==> config.mk <==
export PLATFORM = sky130hd
export DESIGN_NAME = fx3_socket_arbiter_flat
export DESIGN_NICKNAME = d
export VERILOG_FILES = /design/src/rtl/fx3_socket_arbiter_pkg.sv /design/src/rtl/fx3_socket_arbiter_if.sv /design/src/rtl/fx3_socket_arbiter_rr_select.sv /design/src/rtl/fx3_socket_arbiter.sv /design/src/flat_wrapper.sv
export SDC_FILE = /design/constraint.sdc
export NUM_CORES = 1
export LEC_CHECK = 0
export BUFFER_PORTS_ARGS = -buffer_cell sky130_fd_sc_hd__buf_2
export CAP_MARGIN = 5
export CORE_MARGIN = 2
export CORE_UTILIZATION = 40
export CTS_BUF_LIST = sky130_fd_sc_hd__clkbuf_16
export DETAILED_ROUTE_END_ITERATION = 6
export PLACE_DENSITY = 0.63
export SYNTH_ARGS = -nofsm -noshare
export SYNTH_HDL_FRONTEND = slang
export SYNTH_SLANG_ARGS = --single-unit
==> constraint.sdc <==
create_clock -name clk -period 3.75 [get_ports clk]
set_clock_uncertainty 0.2 [all_clocks]
set_input_delay 0.75 -clock clk [delete_from_list [all_inputs] [get_ports clk]]
set_output_delay 0.75 -clock clk [all_outputs]
set_load 0.05 [all_outputs]
==> src/rtl/fx3_socket_arbiter_pkg.sv <==
// Shared FX3 arbiter definitions: FSM encodings, socket direction bits and
// the index-width helper used by the arbiter and its round-robin selectors.
package fx3_socket_arbiter_pkg;

  typedef enum logic [2:0] {
    ST_IDLE,
    ST_IN_ACTIVE,
    ST_OUT_ARM,
    ST_OUT_DMA,
    ST_OUT_WAIT
  } arb_state_e;

  // MSB of the FX3 socket address selects the transfer direction.
  localparam logic DIR_IN  = 1'b0;
  localparam logic DIR_OUT = 1'b1;

  function automatic int idx_w(input int n);
    return (n > 1) ? $clog2(n) : 1;
  endfunction

endpackage

==> src/rtl/fx3_socket_arbiter_if.sv <==
// Handshake bundle between the FX3 socket arbiter (master) and the
// input/output path logic plus FX3 socket flags (slave).
interface fx3_socket_arbiter_if #(
  parameter int IN_CHANNELS  = 2,
  parameter int OUT_CHANNELS = 2,
  parameter int SOCK_W       = 4
);
  logic                    i_master_rdy;
  logic                    o_in_path_enable;
  logic                    i_in_path_busy;
  logic                    i_in_path_finished;
  logic                    o_in_path_cmd_enable;
  logic                    i_out_path_ready;
  logic                    o_out_path_enable;
  logic                    i_out_path_busy;
  logic                    i_out_path_finished;
  logic                    o_out_dma_buf_ready;
  logic                    i_out_dma_buf_finished;
  logic [IN_CHANNELS-1:0]  i_in_ch_rdy;
  logic [OUT_CHANNELS-1:0] i_out_ch_rdy;
  logic [SOCK_W-1:0]       o_socket_addr;
  logic                    o_timeout_stb;
  logic [15:0]             o_out_buf_count;

  modport master (
    input  i_master_rdy, i_in_path_busy, i_in_path_finished, i_out_path_ready,
           i_out_path_busy, i_out_path_finished, i_out_dma_buf_finished,
           i_in_ch_rdy, i_out_ch_rdy,
    output o_in_path_enable, o_in_path_cmd_enable, o_out_path_enable,
           o_out_dma_buf_ready, o_socket_addr, o_timeout_stb, o_out_buf_count
  );

  modport slave (
    output i_master_rdy, i_in_path_busy, i_in_path_finished, i_out_path_ready,
           i_out_path_busy, i_out_path_finished, i_out_dma_buf_finished,
           i_in_ch_rdy, i_out_ch_rdy,
    input  o_in_path_enable, o_in_path_cmd_enable, o_out_path_enable,
           o_out_dma_buf_ready, o_socket_addr, o_timeout_stb, o_out_buf_count
  );

endinterface

==> src/rtl/fx3_socket_arbiter_rr_select.sv <==
// Combinational round-robin picker: first set request at or after `start`,
// wrapping modulo N, plus the start position for the following search.
module fx3_rr_select
  import fx3_socket_arbiter_pkg::*;
#(
  parameter int N  = 2,
  parameter int IW = idx_w(N)
) (
  input  logic [N-1:0]  req,
  input  logic [IW-1:0] start,
  output logic          valid,
  output logic [IW-1:0] idx,
  output logic [IW-1:0] next
);

  always_comb begin
    // NOTE: defaults first so every path assigns every output and no latch is inferred.
    valid = 1'b0;
    idx   = '0;
    // Scan farthest offset first so the nearest set request overwrites it.
    for (int k = N - 1; k >= 0; k--) begin
      if (req[(int'(start) + k) % N]) begin
        valid = 1'b1;
        idx   = IW'((int'(start) + k) % N);
      end
    end
    next = (int'(idx) == N - 1) ? '0 : idx + IW'(1);
  end

endmodule

==> src/rtl/fx3_socket_arbiter.sv <==
// FX3 socket arbiter: grants the input path or the output path (alternating
// under contention), sequences output DMA buffers and guards paths with a timeout.
module fx3_socket_arbiter
  import fx3_socket_arbiter_pkg::*;
#(
  parameter int IN_CHANNELS    = 2,
  parameter int OUT_CHANNELS   = 2,
  parameter int SOCK_W         = 4,
  parameter int TIMEOUT_CYCLES = 65535
) (
  input logic                  clk,
  input logic                  rst,
  fx3_socket_arbiter_if.master bus
);

  localparam int          IN_IW  = idx_w(IN_CHANNELS);
  localparam int          OUT_IW = idx_w(OUT_CHANNELS);
  localparam logic [31:0] TMO    = 32'(TIMEOUT_CYCLES);

  arb_state_e        state, state_d;
  logic              in_en, in_en_d, out_en, out_en_d, dma_rdy, dma_rdy_d;
  logic              cmd_en, cmd_en_d, tmo_stb, tmo_stb_d, last_dir, last_dir_d;
  logic [SOCK_W-1:0] sock_addr, sock_addr_d;
  logic [15:0]       buf_cnt, buf_cnt_d;
  logic [31:0]       tmr, tmr_d;
  logic [IN_IW-1:0]  in_ptr, in_ptr_d, in_idx, in_next;
  logic [OUT_IW-1:0] out_ptr, out_ptr_d, out_idx, out_next;
  logic              in_valid, out_valid, in_req, out_req;

  fx3_rr_select #(.N(IN_CHANNELS)) u_in_rr (
    .req(bus.i_in_ch_rdy), .start(in_ptr), .valid(in_valid), .idx(in_idx), .next(in_next)
  );

  fx3_rr_select #(.N(OUT_CHANNELS)) u_out_rr (
    .req(bus.i_out_ch_rdy), .start(out_ptr), .valid(out_valid), .idx(out_idx), .next(out_next)
  );

  assign in_req  = bus.i_master_rdy && in_valid;
  assign out_req = bus.i_out_path_ready;

  always_comb begin
    state_d     = state;
    in_en_d     = in_en;
    out_en_d    = out_en;
    dma_rdy_d   = dma_rdy;
    cmd_en_d    = cmd_en;
    tmo_stb_d   = 1'b0;
    last_dir_d  = last_dir;
    sock_addr_d = sock_addr;
    buf_cnt_d   = buf_cnt;
    tmr_d       = tmr + 32'd1;
    in_ptr_d    = in_ptr;
    out_ptr_d   = out_ptr;

    case (state)
      ST_IDLE: begin
        tmr_d = '0;
        // Under contention the direction not served last time wins.
        if (in_req && (!out_req || last_dir == DIR_OUT)) begin
          sock_addr_d = {DIR_IN, (SOCK_W-1)'(in_idx)};
          in_ptr_d    = in_next;
          in_en_d     = 1'b1;
          last_dir_d  = DIR_IN;
          state_d     = ST_IN_ACTIVE;
        end else if (out_req) begin
          out_en_d   = 1'b1;
          buf_cnt_d  = '0;
          last_dir_d = DIR_OUT;
          state_d    = ST_OUT_ARM;
        end
      end
      ST_IN_ACTIVE: begin
        if (bus.i_in_path_finished) begin
          in_en_d = 1'b0;
          state_d = ST_IDLE;
        end
      end
      ST_OUT_ARM: begin
        if (bus.i_out_path_finished) begin
          out_en_d = 1'b0;
          state_d  = ST_IDLE;
        end else if (out_valid) begin
          sock_addr_d = {DIR_OUT, (SOCK_W-1)'(out_idx)};
          out_ptr_d   = out_next;
          dma_rdy_d   = 1'b1;
          state_d     = ST_OUT_DMA;
        end
      end
      ST_OUT_DMA: begin
        if (bus.i_out_dma_buf_finished) begin
          dma_rdy_d = 1'b0;
          buf_cnt_d = (buf_cnt == 16'hFFFF) ? buf_cnt : buf_cnt + 16'd1;
          tmr_d     = '0;
          state_d   = ST_OUT_WAIT;
        end
        if (bus.i_out_path_finished) begin
          dma_rdy_d = 1'b0;
          out_en_d  = 1'b0;
          state_d   = ST_IDLE;
        end
      end
      ST_OUT_WAIT: begin
        if (bus.i_out_path_finished) begin
          out_en_d = 1'b0;
          state_d  = ST_IDLE;
        end else begin
          state_d = ST_OUT_ARM;
        end
      end
      default: state_d = ST_IDLE;
    endcase

    // A path that stays busy too long is torn down; an arm on that edge is abandoned.
    if (TIMEOUT_CYCLES != 0 && state != ST_IDLE && state_d != ST_IDLE && tmr_d == TMO) begin
      state_d     = ST_IDLE;
      in_en_d     = 1'b0;
      out_en_d    = 1'b0;
      dma_rdy_d   = 1'b0;
      tmo_stb_d   = 1'b1;
      tmr_d       = '0;
      sock_addr_d = sock_addr;
      out_ptr_d   = out_ptr;
    end

    if (bus.i_master_rdy) begin
      cmd_en_d = 1'b1;
    end else if (state == ST_IDLE && !out_req) begin
      cmd_en_d = 1'b0;
    end
  end

  always_ff @(posedge clk) begin
    // NOTE: non-blocking so every register samples the pre-edge values.
    if (rst) begin
      state     <= ST_IDLE;
      in_en     <= 1'b0;
      out_en    <= 1'b0;
      dma_rdy   <= 1'b0;
      cmd_en    <= 1'b0;
      tmo_stb   <= 1'b0;
      last_dir  <= DIR_OUT;
      sock_addr <= '0;
      buf_cnt   <= '0;
      tmr       <= '0;
      in_ptr    <= '0;
      out_ptr   <= '0;
    end else begin
      state     <= state_d;
      in_en     <= in_en_d;
      out_en    <= out_en_d;
      dma_rdy   <= dma_rdy_d;
      cmd_en    <= cmd_en_d;
      tmo_stb   <= tmo_stb_d;
      last_dir  <= last_dir_d;
      sock_addr <= sock_addr_d;
      buf_cnt   <= buf_cnt_d;
      tmr       <= tmr_d;
      in_ptr    <= in_ptr_d;
      out_ptr   <= out_ptr_d;
    end
  end

  assign bus.o_in_path_enable     = in_en;
  assign bus.o_out_path_enable    = out_en;
  assign bus.o_out_dma_buf_ready  = dma_rdy;
  assign bus.o_in_path_cmd_enable = cmd_en;
  assign bus.o_timeout_stb        = tmo_stb;
  assign bus.o_socket_addr        = sock_addr;
  assign bus.o_out_buf_count      = buf_cnt;

endmodule

==> src/flat_wrapper.sv <==
// flat-port wrapper written by rule: the top's interface ports become plain ports
module fx3_socket_arbiter_flat import fx3_socket_arbiter_pkg::*;
#(
  parameter int IN_CHANNELS    = 2,
  parameter int OUT_CHANNELS   = 2,
  parameter int SOCK_W         = 4,
  parameter int TIMEOUT_CYCLES = 65535
)
  (clk, rst, bus_i_master_rdy, bus_i_in_path_busy, bus_i_in_path_finished, bus_i_out_path_ready, bus_i_out_path_busy, bus_i_out_path_finished, bus_i_out_dma_buf_finished, bus_i_in_ch_rdy, bus_i_out_ch_rdy, bus_o_in_path_enable, bus_o_in_path_cmd_enable, bus_o_out_path_enable, bus_o_out_dma_buf_ready, bus_o_socket_addr, bus_o_timeout_stb, bus_o_out_buf_count);
  fx3_socket_arbiter_if #(.IN_CHANNELS(IN_CHANNELS), .OUT_CHANNELS(OUT_CHANNELS), .SOCK_W(SOCK_W)) bus_i ();
  input logic clk;
  input logic rst;
  input wire logic [$bits(bus_i.i_master_rdy)-1:0] bus_i_master_rdy;
  input wire logic [$bits(bus_i.i_in_path_busy)-1:0] bus_i_in_path_busy;
  input wire logic [$bits(bus_i.i_in_path_finished)-1:0] bus_i_in_path_finished;
  input wire logic [$bits(bus_i.i_out_path_ready)-1:0] bus_i_out_path_ready;
  input wire logic [$bits(bus_i.i_out_path_busy)-1:0] bus_i_out_path_busy;
  input wire logic [$bits(bus_i.i_out_path_finished)-1:0] bus_i_out_path_finished;
  input wire logic [$bits(bus_i.i_out_dma_buf_finished)-1:0] bus_i_out_dma_buf_finished;
  input wire logic [$bits(bus_i.i_in_ch_rdy)-1:0] bus_i_in_ch_rdy;
  input wire logic [$bits(bus_i.i_out_ch_rdy)-1:0] bus_i_out_ch_rdy;
  output wire logic [$bits(bus_i.o_in_path_enable)-1:0] bus_o_in_path_enable;
  output wire logic [$bits(bus_i.o_in_path_cmd_enable)-1:0] bus_o_in_path_cmd_enable;
  output wire logic [$bits(bus_i.o_out_path_enable)-1:0] bus_o_out_path_enable;
  output wire logic [$bits(bus_i.o_out_dma_buf_ready)-1:0] bus_o_out_dma_buf_ready;
  output wire logic [$bits(bus_i.o_socket_addr)-1:0] bus_o_socket_addr;
  output wire logic [$bits(bus_i.o_timeout_stb)-1:0] bus_o_timeout_stb;
  output wire logic [$bits(bus_i.o_out_buf_count)-1:0] bus_o_out_buf_count;
  assign bus_i.i_master_rdy = bus_i_master_rdy;
  assign bus_i.i_in_path_busy = bus_i_in_path_busy;
  assign bus_i.i_in_path_finished = bus_i_in_path_finished;
  assign bus_i.i_out_path_ready = bus_i_out_path_ready;
  assign bus_i.i_out_path_busy = bus_i_out_path_busy;
  assign bus_i.i_out_path_finished = bus_i_out_path_finished;
  assign bus_i.i_out_dma_buf_finished = bus_i_out_dma_buf_finished;
  assign bus_i.i_in_ch_rdy = bus_i_in_ch_rdy;
  assign bus_i.i_out_ch_rdy = bus_i_out_ch_rdy;
  assign bus_o_in_path_enable = bus_i.o_in_path_enable;
  assign bus_o_in_path_cmd_enable = bus_i.o_in_path_cmd_enable;
  assign bus_o_out_path_enable = bus_i.o_out_path_enable;
  assign bus_o_out_dma_buf_ready = bus_i.o_out_dma_buf_ready;
  assign bus_o_socket_addr = bus_i.o_socket_addr;
  assign bus_o_timeout_stb = bus_i.o_timeout_stb;
  assign bus_o_out_buf_count = bus_i.o_out_buf_count;
  fx3_socket_arbiter #(.IN_CHANNELS(IN_CHANNELS), .OUT_CHANNELS(OUT_CHANNELS), .SOCK_W(SOCK_W), .TIMEOUT_CYCLES(TIMEOUT_CYCLES)) u_core (.clk(clk), .rst(rst), .bus(bus_i));
endmodule
Word level (Yosys, flattened, before mapping)

Index checks and enable logic that the tools add are counted.

Order comparisons: 4
Reductions and logical operators: 27
Div/mod/pow operators: 0
Multiply operators: 0
Add/subtract/negate cells: 6
Bitwise logic cells: 4
Mux-type cells: 56
Equal/unequal tests: 16
Shifts and indexed selects: 0

Operators with widths:

| kind                                                                     | count |
|---|---|
| 16-bit 2-to-1 mux                                                        | 4 |
| 32-bit case mux with 2 select lines                                      | 1 |
| 1-bit 2-to-1 mux                                                         | 33 |
| 32-bit by 1-bit adder with 32-bit output (second input constant)         | 1 |
| 32-bit by 16-bit equality test with 1-bit output (second input constant) | 1 |
| 32-bit 2-to-1 mux                                                        | 1 |
| 16-bit case mux with 2 select lines                                      | 1 |
| 3-bit 2-to-1 mux                                                         | 7 |
| 16-bit by 1-bit adder with 16-bit output (second input constant)         | 1 |
| 16-bit equality test (second input constant)                             | 1 |
| 3-bit case mux with 5 select lines                                       | 1 |
| 2-bit nonzero test                                                       | 7 |
| 4-bit 2-to-1 mux                                                         | 3 |
| 2-bit inequality test (second input constant)                            | 6 |
| 4-bit AND reduction                                                      | 3 |
| 5-bit AND reduction                                                      | 2 |
| 4-bit case mux with 2 select lines                                       | 1 |
| 3-bit by 2-bit equality test with 1-bit output (second input constant)   | 2 |
| 2-bit by 3-bit < comparator with 1-bit output (second input constant)    | 2 |
| 2-bit by 1-bit inequality test with 1-bit output (second input constant) | 3 |
| 1-bit case mux with 2 select lines                                       | 3 |
| 3-bit nonzero test                                                       | 2 |
| 1-bit logical AND                                                        | 5 |
| 1-bit adder (second input constant)                                      | 4 |
| other kinds (14)                                                         | 18 |

Output and inout port bits: 25
Memories: 0
Latch bits: 0
Memory bits (writable): 0
Bits of input ports: 13
Flip-flop bits (word level): 63
Word-level logic and storage cells: 125
ROM bits: 0

Depth between registers and ports, before layout

Gate-level depths: netlist of the first run.

Word-level depth: 16
Depth in mapped cells: 11
Mapped depth without buffers: 9

Hierarchy

From an unflattened synthesis of the first run, not the netlist that was laid out.

Cell total of the unflattened synthesis: 411
Area, all modules: 3338.2 µm²

Modules (own cells, without submodules):

| module             | instances | cells each | sequential area each (µm²) | area an instance (µm²) |
|---|---|---|---|---|
| fx3_socket_arbiter | 1         | 403        | 1221.2                     | 3293.2 |
| fx3_rr_select      | 2         | 4          | 0.0                        | 22.5 |

Least setup slack after synthesis of the first run

OpenSTA, ideal clock, no wires.

Kind: flip-flop to flip-flop
Start: reg u_core.buf_cnt[4], in the netlist u_core.bus.o_out_buf_count[4]
End: reg u_core.buf_cnt[11], in the netlist u_core.bus.o_out_buf_count[11]
Required time: 3.422 ns
Period minus slack after synthesis: 2.845 ns
Arrival: 2.517 ns
Setup time: 0.128 ns
Stages on the path, launching flop included: 10
Path buffers: 1
Slack: 0.905 ns
Cell sequence: dfxtp_1 > and4_1 > nand4_1 > or3_1 > o31a_1 > nand4_1 > clkbuf_1 > nor3_1 > xnor2_1 > nor2_1

Word-level cells in the longest chain between the ends: 4
Elaborated cells on any way between the ends: 7
Those cells by class: add/sub (1); eq/ne (2); mux (3); reduce/logical (1)

RTL lines:

| item                                     | RTL line                  | source |
|---|---|---|
| start, declared                          | fx3_socket_arbiter.sv:24  | `logic [15:0] buf_cnt, buf_cnt_d;` |
| start signal, assigned                   | fx3_socket_arbiter.sv:156 | `buf_cnt <= buf_cnt_d;` |
| 16-bit by 1-bit adder with 16-bit output | fx3_socket_arbiter.sv:92  | `buf_cnt_d = (buf_cnt == 16'hFFFF) ? buf_cnt : buf_cnt + 16'd1;` |
| 16-bit 2-to-1 mux                        | fx3_socket_arbiter.sv:92  |  |
| 16-bit 2-to-1 mux                        | fx3_socket_arbiter.sv:90  | `if (bus.i_out_dma_buf_finished) begin` |
| 16-bit case mux with 2 select lines      | fx3_socket_arbiter.sv:55  | `case (state)` |

Parallel ways exist; a longest one is shown, timed or not. The select of a mux whose other input is x is not followed.
A chain may end at the register's enable or synchronous reset.

Final worst setup path of the first run

Start: reg u_core.tmr[0]
End: reg u_core.tmr[16]

Word-level cells in the longest chain between the ends: 6

RTL lines:

| item                                             | RTL line                  | source |
|---|---|---|
| start, declared                                  | fx3_socket_arbiter.sv:25  | `logic [31:0] tmr, tmr_d;` |
| start signal, assigned                           | fx3_socket_arbiter.sv:157 | `tmr <= tmr_d;` |
| 32-bit by 1-bit adder with 32-bit output (*)     | fx3_socket_arbiter.sv:51  | `tmr_d = tmr + 32'd1;` |
| 32-bit 2-to-1 mux                                | fx3_socket_arbiter.sv:90  |  |
| 32-bit case mux with 2 select lines (*)          | fx3_socket_arbiter.sv:55  |  |
| 32-bit by 16-bit equality test with 1-bit output | fx3_socket_arbiter.sv:114 | `if (TIMEOUT_CYCLES != 0 && state != ST_IDLE && state_d != ST_IDLE && tmr_d == TMO) begin` |
| 1-bit logical AND                                | fx3_socket_arbiter.sv:114 |  |
| 2-bit OR reduction (no line)                     | n/a                       |  |

Mark *: on every way between the ends. The rest lies on a longest branch, timed or not.

==> results.yml, run 1 <==
run_status:
  status: "completed"
routing:
  wire_per_inst_um: 14.95
  drc_errors: 0
  firstDrtPassIters: 4
  ant_nets: 0
  vias: 3250
  drtIter0Drc: 177
  drt-total-wl_mm: 8.449
  routed_via_density: 5.752
finish:
  antenna-diode-count: 0
  final_area_mm2: 0.003976
  layout_common_cells: "dfxtp_1, nor3_1, nor2_1, buf_2"
  final_nets: 470
  seqCellArea_mm2: 0.001221
  final_common_cell: "dfxtp_1"
  area_delta_synth_final_pct: 14.73
  drive_gt1_share_pct: 16.74
  multi_input_area_mm2: 0.002038
  final.fill_count: 799
logic_synthesis:
  ys_types: 68
  synth_edf_count: 0
  netlist_instances: 427
  synthesis.area_mm2: 0.003466
  seq_area_frac_synth_pct: 35.23
  yosysWarnings: 0
  synth_seq_cells: 61
  synth_area_per_cell_um2: 8.117
  async_flop_share_pct: 0
  ys.flop_type: "dfxtp_1"
floorplan:
  die_h_um: 97.09
  fp.dieW_um: 97.09
  dieArea_mm2: 0.009426
  core-area_mm2: 0.008299
  io_pins: 38
  start_util_pct: 41.76
  rows: 33
critical_path:
  path_class: "flip-flop to flip-flop"
  endpoint_kind: "flip-flop"
  critPathArrivalTime_ns: 3.35
  crit_fanout: 20
  critPathRequiredTime_ns: 3.71
  startpoint_type: "flip-flop"
pwr:
  p_per_area_mw_per_mm2: 409.4
  clockPowerShare_pct: 49.8
  p_sw_mw: 0.4106
  combPwrFrac_pct: 8.7
  swShare_pct: 25.22
  p_leak_nw: 1.374
  finalPower_mw: 1.628
  irDropWorstVdd_mv: 0.1906
  pwr-share-seq_pct: 41.5
  intPower_mw: 1.217
global_routing:
  grt_pass1_wl_mm: 14.18
  overflow: 0
  grt_pass1_vias: 3012
  antenna_found_initial: 0
  grt_max_degree: 30
  grt_usage_pct: 18.09
placement:
  pre_cts_slack_ns: 0.3984
  placed_area_mm2: 0.003684
  portBuffers: 33
  dp_hpwl_mm: 5.915
  gp_congestion: 0.8983
cts:
  cts_buffers: 9
  cts_tree: "yes"
  clockBufferDepth: 2
  ctsHtreeMaxLevel: 3
  cts_resized: 0
  insertion_delay_ns: 0.33
  post_cts_buffers: 0
  clkTransAtPathRegs_ns: 0.06
  cts-root-buf: "clkbuf_16"
  cts.sinks: 61
  hold_buffers: 0
sta:
  setup_ws_ns: 0.3587
  min_period_over_period_pct: 90.43
  finalCriticalPeriod_ns: 3.391
  slew_viol_final: 0
  tns_ns: 0
  max_clock_freq_mhz: 294.9
  rsz0062_at_grt: "no"
  slew_headroom_pct: 30.49
  finalSetupViolCount: 0
  tightest_slew_ns: 1.040
  finalHoldViolations: 0
worst_hold_path:
  hold_class: "flip-flop to flip-flop"
flow_run:
  maxCapViolCount: 0
## worst paths after layout
kind	start	to	slack (ns)	depth (start not counted)
setup / recovery	u_core.tmr[0]$_SDFF_PP0_	u_core.tmr[16]$_SDFF_PP0_	0.36	10
hold / removal	u_core.bus.o_socket_addr[3]$_SDFFE_PP0P_	u_core.bus.o_socket_addr[3]$_SDFFE_PP0P_	0.24	2
setup reg to reg	u_core.tmr[0]$_SDFF_PP0_	u_core.tmr[16]$_SDFF_PP0_	0.36	10
hold reg to reg	u_core.bus.o_socket_addr[3]$_SDFFE_PP0P_	u_core.bus.o_socket_addr[3]$_SDFFE_PP0P_	0.24	2
## logic make-up (layout without fill, tap and decap cells)
| logic type | Yosys count | in the layout | share of synthesized area, % |
|---|---|---|---|
| compound gates | 77 | 77 | 14.66 |
| buf+inv | 43 | 75 | 6.064 |
| fa+ha+maj | 2 | 2 | 0.7219 |
| mux | 1 | 1 | 0.2888 |
| xor+xnor | 33 | 33 | 8.339 |
| flops | 61 | 61 | 35.23 |
| simple gates | 209 | 209 | 34.59 |
| other cells | 1 | 2 | 0.1082 |
## layer usage
metal	wire length, um	GRT usage (%)	part of all wire, %	vias up
met1	4106	23.80	49	1569
li1	-	-	-	1612
met3	365	3.453	4.3	8
met2	3889	28.58	46	61
met5	0	0	0	-
met4	88	8.559	1.0	0
## critical path: stages (launching register included)
cell      delay (ns)
dfxtp_1         0.43
ha_1            0.34
nand4_4         0.27
nor4_2          0.53
nand3_1         0.18
or2_0           0.25
a211oi_2        0.34
nand3_2         0.15
a21oi_2         0.18
buf_4           0.28
nor3_1          0.09
## power by group through the flow
stage                     Sequential (mW)  Clock (mW)  Combinational [mW]
after global placement              0.688           0               0.140
final                               0.675       0.811               0.142
after floorplan                     0.703           0              0.0903
after global routing                0.677       0.855               0.156
after detailed placement            0.689           0               0.142
after CTS                           0.675       0.827               0.143
## cell type report
cell class | count | area share (%)
Multi-Input combinational cell | 324 | 51.26
Sequential cell | 61 | 30.71
Clock buffer | 9 | 5.664
Timing Repair Buffer | 41 | 5.664
Tap cell | 105 | 3.304
Clock inverter | 7 | 1.699
Inverter | 18 | 1.699
## cells in the mapped netlist, types with 4 or more instances
cell      instances  area share [%]
clkbuf_1         12             1.3
o21ai_0          21             3.0
a31oi_1           7             1.3
nand3_1          26             3.8
nor3b_1           4            0.87
nand4_1          10             1.8
inv_1            18             1.9
xnor2_1          23             5.8
or3_1            11             2.0
nor3_1           40             5.8
nor2b_1           4            0.72
a21oi_1          17             2.5
dfxtp_1          61              35
buf_4             6             1.3
xor2_1           10             2.5
and4_1            5             1.3
nor4_1           16             2.9
and3_1            5            0.90
nor2_1           37             4.0
nand2_1          26             2.8
## metrics by stage
stage	utilization, %	instances	hold slack, ns
finish	47.91	565	0.2442
global route	47.91	565	0.2772
CTS	47.91	565	0.2503
detailed placement	44.38	549	0.2402
global placement	44.38	549	0.2358
floorplan	-	428	0.2401
## registers in the layout, indices dropped and copies added (netlist names)
name                             count
u_core.bus.o_in_path_cmd_enable      1
u_core.bus.o_in_path_enable          1
u_core.bus.o_out_buf_count          16
u_core.bus.o_out_dma_buf_ready       1
u_core.bus.o_out_path_enable         1
u_core.bus.o_socket_addr             2
u_core.bus.o_timeout_stb             1
u_core.in_ptr                        1
u_core.last_dir                      1
u_core.out_ptr                       1
u_core.state                         3
u_core.tmr                          32
No activity file was read; power rests on OpenSTA's default activity.
==> inputs of run 2 (changes only) <==
--- a/config.mk
+++ b/config.mk
@@ -7,11 +7,12 @@
 export LEC_CHECK = 0
 export BUFFER_PORTS_ARGS = -buffer_cell sky130_fd_sc_hd__buf_2
 export CAP_MARGIN = 5
+export CORE_ASPECT_RATIO = 1.1
 export CORE_MARGIN = 2
-export CORE_UTILIZATION = 40
+export CORE_UTILIZATION = 45
 export CTS_BUF_LIST = sky130_fd_sc_hd__clkbuf_16
 export DETAILED_ROUTE_END_ITERATION = 6
-export PLACE_DENSITY = 0.63
+export PLACE_DENSITY = 0.69
 export SYNTH_ARGS = -nofsm -noshare
 export SYNTH_HDL_FRONTEND = slang
 export SYNTH_SLANG_ARGS = --single-unit
==> constraint.sdc (replaced) <==
create_clock -name clk -period 4.1 [get_ports clk]
set_clock_uncertainty 0.2 [all_clocks]
set_input_delay 0.82 -clock clk [delete_from_list [all_inputs] [get_ports clk]]
set_output_delay 0.82 -clock clk [all_outputs]
set_load 0.05 [all_outputs]
==> run 2 against run 1 <==
Power shrank 6.3%. Register-to-register slack better by 0.36 ns. Utilization grew 5.1 points. Critical endpoint is now u_core.tmr[8]$_SDFF_PP0_. Largest cell class unchanged. Highest routed layer unchanged.
==> results.yml, run 2 (same netlist as run 1, synthesis figures left out) <==
global_routing:
  met3_usage_pct: 4.803
  grt_pass1_vias: 2967
  grt_util_met1_pct: 25.09
  grt_pass1_wl_mm: 13.48
  antenna_found_initial: 0
  grt_usage_pct: 20.13
  grt_max_degree: 30
  met2_usage_pct: 33.27
  overflow: 0
  top_usage_layer: "met2"
sta:
  finalSetupViolCount: 0
  finalCriticalPeriod_ns: 3.376
  rsz0062_at_grt: "no"
  slew_headroom_pct: 43.92
  min_period_over_period_pct: 82.35
  slew_viol_final: 0
  tightest_slew_ns: 0.8335
  tns_ns: 0
  max_clock_freq_mhz: 296.2
  finalHoldViolations: 0
finish:
  area_delta_synth_final_pct: 14.40
  final_area_mm2: 0.003965
  final_common_cell: "dfxtp_1"
  multi_input_area_mm2: 0.002038
  drive_gt1_share_pct: 15.57
  top_register: "u_core.tmr"
  antenna-diode-count: 0
  final.fill_count: 712
  largest_register_ffs: 32
  final_nets: 467
  layout_common_cells: "dfxtp_1, nor3_1, nor2_1, buf_2"
  seqCellArea_mm2: 0.001221
pwr:
  p_leak_nw: 1.358
  finalPower_mw: 1.525
  irDropWorstVdd_mv: 0.1892
  p_per_area_mw_per_mm2: 384.7
cts:
  cts-root-buf: "clkbuf_16"
  clockBufferDepth: 2
  cts_buffers: 9
  clkTransAtPathRegs_ns: 0.05
  cts.sinks: 61
  insertion_delay_ns: 0.32
  hold_buffers: 0
  ctsHtreeMaxLevel: 3
  cts_resized: 0
  post_cts_buffers: 0
  cts_tree: "yes"
floorplan:
  start_util_pct: 46.38
  io_pins: 38
  dieArea_mm2: 0.008421
  fp.dieW_um: 87.68
  die_h_um: 96.05
  core-area_mm2: 0.007473
  rows: 33
placement:
  dp_hpwl_mm: 5.717
  gp_congestion: 0.8682
  portBuffers: 33
  placed_area_mm2: 0.003661
worst_hold_path:
  hold_path_startpoint: "u_core.bus.o_socket_addr[3]$_SDFFE_PP0P_"
  min_path_cells: 2
  hold_class: "flip-flop to flip-flop"
  worstHoldEndpoint: "u_core.bus.o_socket_addr[3]$_SDFFE_PP0P_"
routing:
  drt-total-wl_mm: 7.873
  routed_via_density: 5.686
  wire_per_inst_um: 14.03
  drtIter0Drc: 229
  ant_nets: 0
  vias: 3190
  firstDrtPassIters: 4
  drc_errors: 0
critical_path:
  critPathRequiredTime_ns: 4.09
  r2r-end: "u_core.tmr[8]$_SDFF_PP0_"
  reg2reg_depth: 10
  r2r_start: "u_core.tmr[0]$_SDFF_PP0_"
  path_class: "flip-flop to flip-flop"
  crit_fanout: 22
  startpoint_type: "flip-flop"
  rrSetupSlack_ns: 0.72
  endpoint_kind: "flip-flop"
  critPathArrivalTime_ns: 3.36
run_status:
  status: "completed"
flow_run:
  maxCapViolCount: 0
-- run 2: cell types whose count changed in the layout (fill, tap and decap cells not counted) --
cell        previous run  this run
clkinv_2               2         0
clkinvlp_4             2         1
clkinv_1               0         3
bufinv_16              1         2
inv_1                 19        18
buf_4                  8         5
clkinv_4               1         0
-- run 2: worst max path at each step --
| stage | cells after the start | to | slack, ns | from |
|---|---|---|---|---|
| 2_1_floorplan | 9 | u_core.bus.o_out_buf_count[11]$_SDFFE_PP0P_ | 1.26 | u_core.bus.o_out_buf_count[4]$_SDFFE_PP0P_ |
| 3_3_place_gp | 10 | u_core.tmr[1]$_SDFF_PP0_ | 0.87 | u_core.tmr[0]$_SDFF_PP0_ |
| 3_5_place_dp | 10 | u_core.tmr[4]$_SDFF_PP0_ | 0.77 | u_core.tmr[0]$_SDFF_PP0_ |
| 4_1_cts | 10 | u_core.tmr[8]$_SDFF_PP0_ | 0.75 | u_core.tmr[0]$_SDFF_PP0_ |
| 5_1_grt | 10 | u_core.tmr[8]$_SDFF_PP0_ | 0.45 | u_core.tmr[0]$_SDFF_PP0_ |
| 6_report | 10 | u_core.tmr[8]$_SDFF_PP0_ | 0.72 | u_core.tmr[0]$_SDFF_PP0_ |
-- run 2: report_power, final --
group / internal (mW) / switching, mW
clock: 0.521 / 0.258
combinational: 0.0398 / 0.0891
sequential: 0.606 / 0.0113
total: 1.17 / 0.358
-- run 2: area by class of cell --
cell class | instances | share of cell area [%]
tap | 105 | 3.313
timing repair buffer | 38 | 5.112
inverter | 18 | 1.704
clock buffer | 9 | 5.680
clock inverter | 6 | 1.988
multi-input combinational | 324 | 51.40
sequential | 61 | 30.80
-- run 2: stage by stage --
stage          util (%)  cells  hold WS, ns  setup WS (ns)
2_1_floorplan         -    428       0.2401          1.255
3_3_place_gp      48.99    546       0.2303         0.8725
3_5_place_dp      48.99    546       0.2357         0.7728
4_1_cts           53.06    561       0.2426         0.7486
5_1_grt           53.06    561       0.2844         0.4548
6_report          53.06    561       0.2366         0.7236
-- run 2: worst max-delay path, stage by stage, from the launching register on --
cell      delay [ns]
dfxtp_1         0.42
ha_1            0.34
nand4_4         0.26
nor4_2          0.56
nand3_1         0.19
or2_0           0.25
a211oi_2        0.33
nand3_2         0.14
a21oi_2         0.18
buf_4           0.29
nor3_1          0.09
-- run 2: metal layers --
metal	vias up	part of all wire (%)
li1	1607	-
met2	87	47
met5	-	0
met1	1482	46
met3	14	4.6
met4	0	1.8
